==> src/rtl/per_arb_pkg.sv <==
// rtl/per_arb_pkg.sv - shared types and helpers for the peripheral request arbiter
package per_arb_pkg;

    localparam int PKG_ADDR_W = 32;
    localparam int PKG_DATA_W = 32;
    localparam int PKG_BE_W   = PKG_DATA_W / 8;
    localparam int PKG_ID_W   = 5;

    typedef struct packed {
        logic [PKG_ADDR_W-1:0] add;
        logic                  wen;
        logic [PKG_DATA_W-1:0] wdata;
        logic [PKG_BE_W-1:0]   be;
        logic [PKG_ID_W-1:0]   id;
    } per_req_t;

    typedef struct packed {
        logic       valid;
        logic [4:0] idx;
    } onehot_t;

    // valid only when exactly one bit is set; idx is that bit's position
    function automatic onehot_t onehot_idx(input logic [31:0] vec);
        onehot_t r;
        int      n;
        r = '0;
        n = 0;
        for (int i = 0; i < 32; i++) begin
            if (vec[i]) begin
                n++;
                r.idx = 5'(i);
            end
        end
        r.valid = (n == 1);
        return r;
    endfunction

endpackage

==> src/rtl/per2axi_req_arbiter_if.sv <==
// rtl/per2axi_req_arbiter_if.sv - core-side and bridge-side bundles of the request arbiter
interface per_core_if #(
    parameter int NB_CORES       = 4,
    parameter int PER_ADDR_WIDTH = 32,
    parameter int PER_DATA_WIDTH = 32
);
    logic [NB_CORES-1:0]                         core_req_i;
    logic [NB_CORES-1:0][PER_ADDR_WIDTH-1:0]     core_add_i;
    logic [NB_CORES-1:0]                         core_wen_i;
    logic [NB_CORES-1:0][PER_DATA_WIDTH-1:0]     core_wdata_i;
    logic [NB_CORES-1:0][PER_DATA_WIDTH/8-1:0]   core_be_i;
    logic [NB_CORES-1:0]                         core_gnt_o;
    logic [NB_CORES-1:0]                         core_r_valid_o;
    logic [PER_DATA_WIDTH-1:0]                   core_r_rdata_o;
    logic                                        core_r_opc_o;

    modport master (
        output core_req_i, core_add_i, core_wen_i, core_wdata_i, core_be_i,
        input  core_gnt_o, core_r_valid_o, core_r_rdata_o, core_r_opc_o
    );
    modport slave (
        input  core_req_i, core_add_i, core_wen_i, core_wdata_i, core_be_i,
        output core_gnt_o, core_r_valid_o, core_r_rdata_o, core_r_opc_o
    );
endinterface

interface per_bus_if #(
    parameter int PER_ADDR_WIDTH = 32,
    parameter int PER_DATA_WIDTH = 32,
    parameter int PER_ID_WIDTH   = 5
);
    logic                        per_req_o;
    logic [PER_ADDR_WIDTH-1:0]   per_add_o;
    logic                        per_wen_o;
    logic [PER_DATA_WIDTH-1:0]   per_wdata_o;
    logic [PER_DATA_WIDTH/8-1:0] per_be_o;
    logic [PER_ID_WIDTH-1:0]     per_id_o;
    logic                        per_gnt_i;
    logic                        per_r_valid_i;
    logic [PER_ID_WIDTH-1:0]     per_r_id_i;
    logic [PER_DATA_WIDTH-1:0]   per_r_rdata_i;
    logic                        per_r_opc_i;

    modport master (
        output per_req_o, per_add_o, per_wen_o, per_wdata_o, per_be_o, per_id_o,
        input  per_gnt_i, per_r_valid_i, per_r_id_i, per_r_rdata_i, per_r_opc_i
    );
    modport slave (
        input  per_req_o, per_add_o, per_wen_o, per_wdata_o, per_be_o, per_id_o,
        output per_gnt_i, per_r_valid_i, per_r_id_i, per_r_rdata_i, per_r_opc_i
    );
endinterface

==> src/rtl/per_rr_arb.sv <==
// rtl/per_rr_arb.sv - generic round-robin arbiter; pointer moves past the winner on each grant
module per_rr_arb #(
    parameter int NB_CORES = 4
) (
    input  logic                clk_i,
    input  logic                rst_i,
    input  logic                en,
    input  logic [NB_CORES-1:0] eligible,
    output logic [NB_CORES-1:0] grant
);
    localparam int PW = (NB_CORES > 1) ? $clog2(NB_CORES) : 1;

    logic [PW-1:0] ptr_q;
    logic [PW-1:0] ptr_d;
    logic          found;
    int            j;

    always_comb begin
        grant = '0;
        ptr_d = ptr_q;
        found = 1'b0;
        j     = 0;
        for (int i = 0; i < NB_CORES; i++) begin
            j = int'(ptr_q) + i;
            if (j >= NB_CORES) j = j - NB_CORES;
            if (en && !found && eligible[j]) begin
                grant[j] = 1'b1;
                found    = 1'b1;
                ptr_d    = (j + 1 == NB_CORES) ? '0 : PW'(j + 1);
            end
        end
    end

    always_ff @(posedge clk_i) begin
        if (rst_i) ptr_q <= '0;
        else       ptr_q <= ptr_d;
    end
endmodule

==> src/rtl/per2axi_req_arbiter.sv <==
// rtl/per2axi_req_arbiter.sv - shares one bridge slave port between cores with per-core outstanding limits
module per2axi_req_arbiter
    import per_arb_pkg::*;
#(
    parameter int NB_CORES        = 4,
    parameter int PER_ADDR_WIDTH  = 32,
    parameter int PER_DATA_WIDTH  = 32,
    parameter int PER_ID_WIDTH    = 5,
    parameter int MAX_OUTSTANDING = 2
) (
    input  logic       clk_i,
    input  logic       rst_i,
    per_core_if.slave  core,
    per_bus_if.master  per,
    output logic       unexp_rsp_o,
    output logic       busy_o
);
    localparam int CW = $clog2(MAX_OUTSTANDING + 1);

    if (PER_ID_WIDTH < NB_CORES) begin : g_bad_id_width
        $fatal(1, "PER_ID_WIDTH must be >= NB_CORES");
    end
    if (MAX_OUTSTANDING < 1) begin : g_bad_max_out
        $fatal(1, "MAX_OUTSTANDING must be >= 1");
    end
    if (PER_ADDR_WIDTH != PKG_ADDR_W || PER_DATA_WIDTH != PKG_DATA_W || PER_ID_WIDTH != PKG_ID_W) begin : g_bad_widths
        $fatal(1, "bus widths must match per_arb_pkg");
    end

    logic [NB_CORES-1:0] elig;
    logic [NB_CORES-1:0] gnt;
    logic [NB_CORES-1:0] rvalid;
    logic [CW-1:0]       cnt_q [NB_CORES];
    logic                any_cnt;
    logic                req_valid_q;
    logic                busy_q;
    logic                slot_free;
    per_req_t            req_q;
    per_req_t            req_d;
    onehot_t             rsp_oh;

    always_comb begin
        elig    = '0;
        any_cnt = 1'b0;
        for (int k = 0; k < NB_CORES; k++) begin
            elig[k] = core.core_req_i[k] && (cnt_q[k] != CW'(MAX_OUTSTANDING));
            any_cnt = any_cnt || (cnt_q[k] != '0);
        end
    end

    // a slot accepted downstream this cycle can be refilled in the same cycle
    assign slot_free = !req_valid_q || per.per_gnt_i;

    per_rr_arb #(.NB_CORES(NB_CORES)) u_rr (
        .clk_i    (clk_i),
        .rst_i    (rst_i),
        .en       (slot_free && !rst_i),
        .eligible (elig),
        .grant    (gnt)
    );

    always_comb begin
        req_d    = '0;
        req_d.id = PKG_ID_W'(gnt);
        for (int k = 0; k < NB_CORES; k++) begin
            if (gnt[k]) begin
                req_d.add   = core.core_add_i[k];
                req_d.wen   = core.core_wen_i[k];
                req_d.wdata = core.core_wdata_i[k];
                req_d.be    = core.core_be_i[k];
            end
        end
    end

    // only a one-hot ID naming a core with something outstanding is routed
    always_comb begin
        rsp_oh = onehot_idx(32'(per.per_r_id_i));
        rvalid = '0;
        for (int k = 0; k < NB_CORES; k++) begin
            rvalid[k] = per.per_r_valid_i && !rst_i && rsp_oh.valid &&
                        (rsp_oh.idx == 5'(k)) && (cnt_q[k] != '0);
        end
    end

    always_ff @(posedge clk_i) begin
        if (rst_i) begin
            req_valid_q <= 1'b0;
            req_q       <= '0;
            busy_q      <= 1'b0;
            for (int k = 0; k < NB_CORES; k++) cnt_q[k] <= '0;
        end else begin
            if (gnt != '0) begin
                req_q       <= req_d;
                req_valid_q <= 1'b1;
            end else if (per.per_gnt_i) begin
                req_valid_q <= 1'b0;
            end
            busy_q <= req_valid_q || any_cnt;
            for (int k = 0; k < NB_CORES; k++) begin
                if (gnt[k] && !rvalid[k])      cnt_q[k] <= cnt_q[k] + 1'b1;
                else if (!gnt[k] && rvalid[k]) cnt_q[k] <= cnt_q[k] - 1'b1;
            end
        end
    end

    assign core.core_gnt_o     = gnt;
    assign core.core_r_valid_o = rvalid;
    assign core.core_r_rdata_o = rst_i ? '0 : per.per_r_rdata_i;
    assign core.core_r_opc_o   = per.per_r_opc_i && !rst_i;
    assign unexp_rsp_o         = per.per_r_valid_i && !rst_i && (rvalid == '0);

    assign per.per_req_o   = req_valid_q && !rst_i;
    assign per.per_add_o   = rst_i ? '0 : req_q.add;
    assign per.per_wen_o   = req_q.wen && !rst_i;
    assign per.per_wdata_o = rst_i ? '0 : req_q.wdata;
    assign per.per_be_o    = rst_i ? '0 : req_q.be;
    assign per.per_id_o    = rst_i ? '0 : req_q.id;
    assign busy_o          = busy_q && !rst_i;
endmodule

==> src/flat_wrapper.sv <==
// flat-port wrapper written by rule: the top's interface ports become plain ports
module per2axi_req_arbiter_flat import per_arb_pkg::*;
#(
    parameter int NB_CORES        = 4,
    parameter int PER_ADDR_WIDTH  = 32,
    parameter int PER_DATA_WIDTH  = 32,
    parameter int PER_ID_WIDTH    = 5,
    parameter int MAX_OUTSTANDING = 2
)
  (clk_i, rst_i, unexp_rsp_o, busy_o, core_core_req_i, core_core_add_i, core_core_wen_i, core_core_wdata_i, core_core_be_i, core_core_gnt_o, core_core_r_valid_o, core_core_r_rdata_o, core_core_r_opc_o, per_per_req_o, per_per_add_o, per_per_wen_o, per_per_wdata_o, per_per_be_o, per_per_id_o, per_per_gnt_i, per_per_r_valid_i, per_per_r_id_i, per_per_r_rdata_i, per_per_r_opc_i);
  per_core_if #(.NB_CORES(NB_CORES), .PER_ADDR_WIDTH(PER_ADDR_WIDTH), .PER_DATA_WIDTH(PER_DATA_WIDTH)) core_i ();
  per_bus_if #(.PER_ADDR_WIDTH(PER_ADDR_WIDTH), .PER_DATA_WIDTH(PER_DATA_WIDTH), .PER_ID_WIDTH(PER_ID_WIDTH)) per_i ();
  input  logic clk_i;
  input  logic rst_i;
  output logic unexp_rsp_o;
  output logic busy_o;
  input wire logic [$bits(core_i.core_req_i)-1:0] core_core_req_i;
  input wire logic [$bits(core_i.core_add_i)-1:0] core_core_add_i;
  input wire logic [$bits(core_i.core_wen_i)-1:0] core_core_wen_i;
  input wire logic [$bits(core_i.core_wdata_i)-1:0] core_core_wdata_i;
  input wire logic [$bits(core_i.core_be_i)-1:0] core_core_be_i;
  output wire logic [$bits(core_i.core_gnt_o)-1:0] core_core_gnt_o;
  output wire logic [$bits(core_i.core_r_valid_o)-1:0] core_core_r_valid_o;
  output wire logic [$bits(core_i.core_r_rdata_o)-1:0] core_core_r_rdata_o;
  output wire logic [$bits(core_i.core_r_opc_o)-1:0] core_core_r_opc_o;
  output wire logic [$bits(per_i.per_req_o)-1:0] per_per_req_o;
  output wire logic [$bits(per_i.per_add_o)-1:0] per_per_add_o;
  output wire logic [$bits(per_i.per_wen_o)-1:0] per_per_wen_o;
  output wire logic [$bits(per_i.per_wdata_o)-1:0] per_per_wdata_o;
  output wire logic [$bits(per_i.per_be_o)-1:0] per_per_be_o;
  output wire logic [$bits(per_i.per_id_o)-1:0] per_per_id_o;
  input wire logic [$bits(per_i.per_gnt_i)-1:0] per_per_gnt_i;
  input wire logic [$bits(per_i.per_r_valid_i)-1:0] per_per_r_valid_i;
  input wire logic [$bits(per_i.per_r_id_i)-1:0] per_per_r_id_i;
  input wire logic [$bits(per_i.per_r_rdata_i)-1:0] per_per_r_rdata_i;
  input wire logic [$bits(per_i.per_r_opc_i)-1:0] per_per_r_opc_i;
  assign core_i.core_req_i = core_core_req_i;
  assign core_i.core_add_i = core_core_add_i;
  assign core_i.core_wen_i = core_core_wen_i;
  assign core_i.core_wdata_i = core_core_wdata_i;
  assign core_i.core_be_i = core_core_be_i;
  assign core_core_gnt_o = core_i.core_gnt_o;
  assign core_core_r_valid_o = core_i.core_r_valid_o;
  assign core_core_r_rdata_o = core_i.core_r_rdata_o;
  assign core_core_r_opc_o = core_i.core_r_opc_o;
  assign per_per_req_o = per_i.per_req_o;
  assign per_per_add_o = per_i.per_add_o;
  assign per_per_wen_o = per_i.per_wen_o;
  assign per_per_wdata_o = per_i.per_wdata_o;
  assign per_per_be_o = per_i.per_be_o;
  assign per_per_id_o = per_i.per_id_o;
  assign per_i.per_gnt_i = per_per_gnt_i;
  assign per_i.per_r_valid_i = per_per_r_valid_i;
  assign per_i.per_r_id_i = per_per_r_id_i;
  assign per_i.per_r_rdata_i = per_per_r_rdata_i;
  assign per_i.per_r_opc_i = per_per_r_opc_i;
  per2axi_req_arbiter #(.NB_CORES(NB_CORES), .PER_ADDR_WIDTH(PER_ADDR_WIDTH), .PER_DATA_WIDTH(PER_DATA_WIDTH), .PER_ID_WIDTH(PER_ID_WIDTH), .MAX_OUTSTANDING(MAX_OUTSTANDING)) u_core (.clk_i(clk_i), .rst_i(rst_i), .core(core_i), .per(per_i), .unexp_rsp_o(unexp_rsp_o), .busy_o(busy_o));
endmodule
==> config.mk <==
export PLATFORM = sky130hd
export DESIGN_NAME = per2axi_req_arbiter_flat
export DESIGN_NICKNAME = d
export VERILOG_FILES = /design/src/rtl/per_arb_pkg.sv /design/src/rtl/per2axi_req_arbiter_if.sv /design/src/rtl/per_rr_arb.sv /design/src/rtl/per2axi_req_arbiter.sv /design/src/flat_wrapper.sv
export SDC_FILE = /design/constraint.sdc
export NUM_CORES = 1
export LEC_CHECK = 0
export BUFFER_PORTS_ARGS = -buffer_cell sky130_fd_sc_hd__buf_2
export CORE_AREA = 5 5 168 170
export DETAILED_ROUTE_END_ITERATION = 12
export DIE_AREA = 0 0 173 175
export REMOVE_ABC_BUFFERS = 1
export SLEW_MARGIN = 40
export SYNTH_ARGS = -nofsm -noshare
export SYNTH_HDL_FRONTEND = slang
export SYNTH_SLANG_ARGS = --single-unit
==> constraint.sdc <==
create_clock -name clk_i -period 8.8 [get_ports clk_i]
set_input_delay 2.2 -clock clk_i [delete_from_list [all_inputs] [get_ports clk_i]]
set_output_delay 2.2 -clock clk_i [all_outputs]
set_load 0.02 [all_outputs]
==> results.py <==
metrics = {
    "outcome": {
        "status": "completed",
    },
    "worst_setup_path": {
        "crit_path_cell_trace": "buf_2 -> inv_1 -> ha_1 -> xor2_1 -> ha_1 -> mux2_2 -> nor3_2 -> nand2_1 -> nor3_1 -> nor3_1 -> buf_2",
        "slowest_delay_ns": 0.58,
        "path_max_fanout": 5,
        "critical_path_buf_inv_count": 3,
        "required_ns": 6.60,
        "crit_type": "input port to primary output",
        "reg2reg_depth": 13,
        "startpoint_type": "input port",
        "path_depth": 11,
        "reg2reg_slack_ns": 3.89,
        "crit_family": "simple AND/OR/NAND/NOR gates",
        "cp.arrival_ns": 4.74,
        "crit_path_end_kind": "primary output",
        "critPathSlowestCell": "nor3_1",
    },
    "sta": {
        "rsz0062_at_grt": "false",
        "layout_min_cycle_time_ns": 6.94,
        "setup_viol": 0,
        "finalHoldViolCount": 0,
        "fmax_mhz": 144,
        "maxSlewHeadroom_pct": 46.3,
        "fin_crit_sh_pct": 78.8,
        "finalClockSkew_ns": 0.00984,
        "fin_tns_setup_ns": 0,
        "slew_viol_final": 0,
        "tightest_slew_ns": 0.805,
    },
    "clock_tree": {
        "post-cts-setup-buffer-count": 0,
        "clock_tree.buffer_depth": 2,
        "cts_tree": "yes",
        "cts_buffers": 9,
        "ctsRootBufferMaster": "clkbuf_16",
        "cts_sinks": 85,
        "cts_hold_buf": 0,
        "cts-resized-gates": 0,
        "clk_latency_ns": 0.34,
        "clkTransAtPathRegs_ns": 0.07,
        "cts_max_level": 3,
    },
    "floorplan": {
        "die_w_microns": 173,
        "core_region_area_sq_um": 26600,
        "rows": 60,
        "die_area_sq_um": 30300,
        "die_h_microns": 175,
        "io_pins": 440,
        "start_util_pct": 25.4,
    },
    "place": {
        "io_buffers": 438,
        "place_congestion": 0.865,
        "place_inst": 1633,
        "place_hpwl_mm": 20.5,
    },
    "finish": {
        "final_cells": 1648,
        "drive_above_1_share_pct": 37.3,
        "post-route-util_pct": 35.2,
        "regArea_sq_um": 1780,
        "multi_input_area_sq_um": 4220,
        "diodes": 0,
        "fillers": 2934,
        "syn_to_final_growth_pct": 38.5,
        "final_nets": 1637,
    },
    "yosys": {
        "yosys-top-cells-area": "dfxtp_1, nor2b_1, o221ai_1, nor3b_1, a31oi_1",
        "yosys_warnings": 0,
        "synth-adder-area-share_pct": 2.23,
        "synth_mux_area_share_pct": 0.334,
        "ys_ff_latch": 85,
        "synth_top_area_cell": "dfxtp_1",
        "syn_avg_cell_area_sq_um": 7.22,
        "synth_edf_count": 8,
        "syn_inst": 934,
        "synth_top_family_by_area": "simple AND/OR/NAND/NOR gates",
        "synthSimpleGateAreaFrac_pct": 31.3,
        "yosys.area_share.xor_xnor_pct": 1.30,
        "synth-async-reset-ratio_pct": 0,
        "synth-main-ff-cell": "dfxtp_1",
        "synth_seq_area_share_pct": 26.4,
        "synth_compound_area_share_pct": 26.8,
        "ys_types": 60,
        "synth_top_area_share_pct": 22.9,
        "syn_area_sq_um": 6750,
    },
    "power_and_ir_drop": {
        "switching_share_pct": 49.2,
        "pwr-share-comb_pct": 66.0,
        "powerDensity_nw_per_um2": 328,
        "power.total_w": 0.00307,
        "seqPwrFrac_pct": 21.2,
        "max-vdd-ir-drop_uv": 130,
        "power.leakage_nw": 4.39,
        "power.switching_w": 0.00151,
        "intPower_w": 0.00156,
        "power_frac_clock_pct": 12.7,
    },
    "grt": {
        "grt_max_degree": 89,
        "antenna_found_initial": 0,
        "grt_pass1_vias": 8098,
        "grt_pass1_wl_mm": 43.5,
        "grt.overflow.total": 0,
        "grt_usage_pct": 17.5,
    },
    "detailed_routing": {
        "vias": 8012,
        "via_per_inst": 4.86,
        "drc": 0,
        "final_antenna_net_count": 0,
        "dr.pass1.iters": 4,
        "post_drt_wl_per_cell_microns": 17.0,
        "dr.first_iter.drc_count": 364,
        "wirelength_mm": 28.0,
    },
    "min_path": {
        "min_path_type": "flip-flop to flip-flop",
        "worstHoldPathCells": 1,
    },
    "job": {
        "cap_viol_max_count": 0,
    },
}
## worst register-to-register path: cells and delay by family (launching register included)
kind	cells	cell delay [ns]
buf+inv	5	1.86
compound gates	5	1.38
flops	1	0.63
simple gates	2	0.50
fa+ha+maj	1	0.46
## state kept, by name (all words and copies together) (netlist names)
register / cells
u_core.cnt_q: 8
u_core.req_valid_q: 1
u_core.req_q: 73
u_core.busy_q: 1
u_core.u_rr.ptr_q: 2
## layout make-up
| cell class | instances | area share (%) |
|---|---|---|
| clock buffers | 10 | 2.45 |
| clock inverters | 5 | 0.656 |
| inverters | 86 | 3.45 |
| multi-input cells | 671 | 45.2 |
| flip-flops and latches | 85 | 19.1 |
| well taps | 341 | 4.57 |
| repair buffers | 450 | 24.6 |
## worst paths after layout
path,start,to
max,per_per_r_id_i[1],unexp_rsp_o
max reg2reg,u_core.u_rr.ptr_q[0]$_SDFFE_PP0P_,u_core.req_q[63]$_SDFFE_PP0P_
min,u_core.cnt_q[3][0]$_DFFE_PP_,u_core.cnt_q[3][0]$_DFFE_PP_
min reg2reg,u_core.cnt_q[3][0]$_DFFE_PP_,u_core.cnt_q[3][0]$_DFFE_PP_
## layer usage
layer,global-route usage [%],part of all wire [%],vias to the layer above
met1,21.9,44,3647
met3,4.54,6.7,37
met4,4.99,2.0,0
met2,29.9,48,306
li1,-,-,4022
met5,0,0,-
## stage by stage
| step | worst slack [ns] | instance area, sq um | hold slack [ns] |
|---|---|---|---|
| 6_report | 1.86 | 9350 | 0.555 |
| 5_1_grt | 1.71 | 9350 | 0.588 |
| 4_1_cts | 1.86 | 9330 | 0.556 |
| 3_5_place_dp | 1.87 | 9030 | 0.546 |
| 3_3_place_gp | 2.00 | 9030 | 0.548 |
| 2_1_floorplan | -3.46 | 6290 | 0.510 |
## cells by family (layout without fill, tap and decap cells)
logic type,count (synthesis),count (layout)
muxes,2,2
xor gates and xnor gates,10,10
and+or+nand+nor,386,386
AOI/OAI and AO/OA,260,260
DFF,85,85
adders and majority gates,12,12
buffers and inverters,178,551
other,1,1
## Yosys cell counts, types with 5 or more instances
cell type / n
buf_2: 34
inv_1: 84
clkbuf_1: 42
a21oi_1: 9
nand2_1: 89
o21ai_0: 12
ha_1: 12
buf_4: 13
nor2_1: 79
nand3_1: 7
nor3_1: 5
a211oi_1: 6
edfxtp_1: 8
nor3b_1: 69
xnor2_1: 7
a31oi_1: 72
o221ai_1: 70
nand2b_1: 6
o21ai_1: 61
dfxtp_1: 77
nor2b_1: 109
## cell usage in the layout, fill, tap and decap left out, types with 3 or more instances in the layout
master      count
nor2_1         79
nor3b_1        69
o21ai_0        12
inv_1          84
o31ai_1         3
xnor2_1         7
a21oi_1         9
xor2_1          3
clkinvlp_4      3
a211oi_4        3
buf_6           4
ha_1           12
edfxtp_1        8
a31oi_1        72
buf_4           9
nand3_1         7
a211oi_2        3
o21ai_1        61
nand2b_1        6
dfxtp_1        77
nor3_1          5
a41o_1          4
nor2b_2         3
a211oi_1        5
nand4_1         3
nor2b_1       109
buf_2         437
clkbuf_16       9
nand2_1        89
o221ai_1       70
## power groups by stage
stage | clock, W | sequential [W] | combinational (W)
finish | 0.000390 | 0.000652 | 0.00203
detailed placement | 0 | 0.000661 | 0.00204
global placement | 0 | 0.000656 | 0.00201
CTS | 0.000408 | 0.000653 | 0.00205
floorplan | 0 | 0.000648 | 0.00155
global route | 0.000423 | 0.000671 | 0.00228
Note: power is estimated with default switching activity, not from simulation.
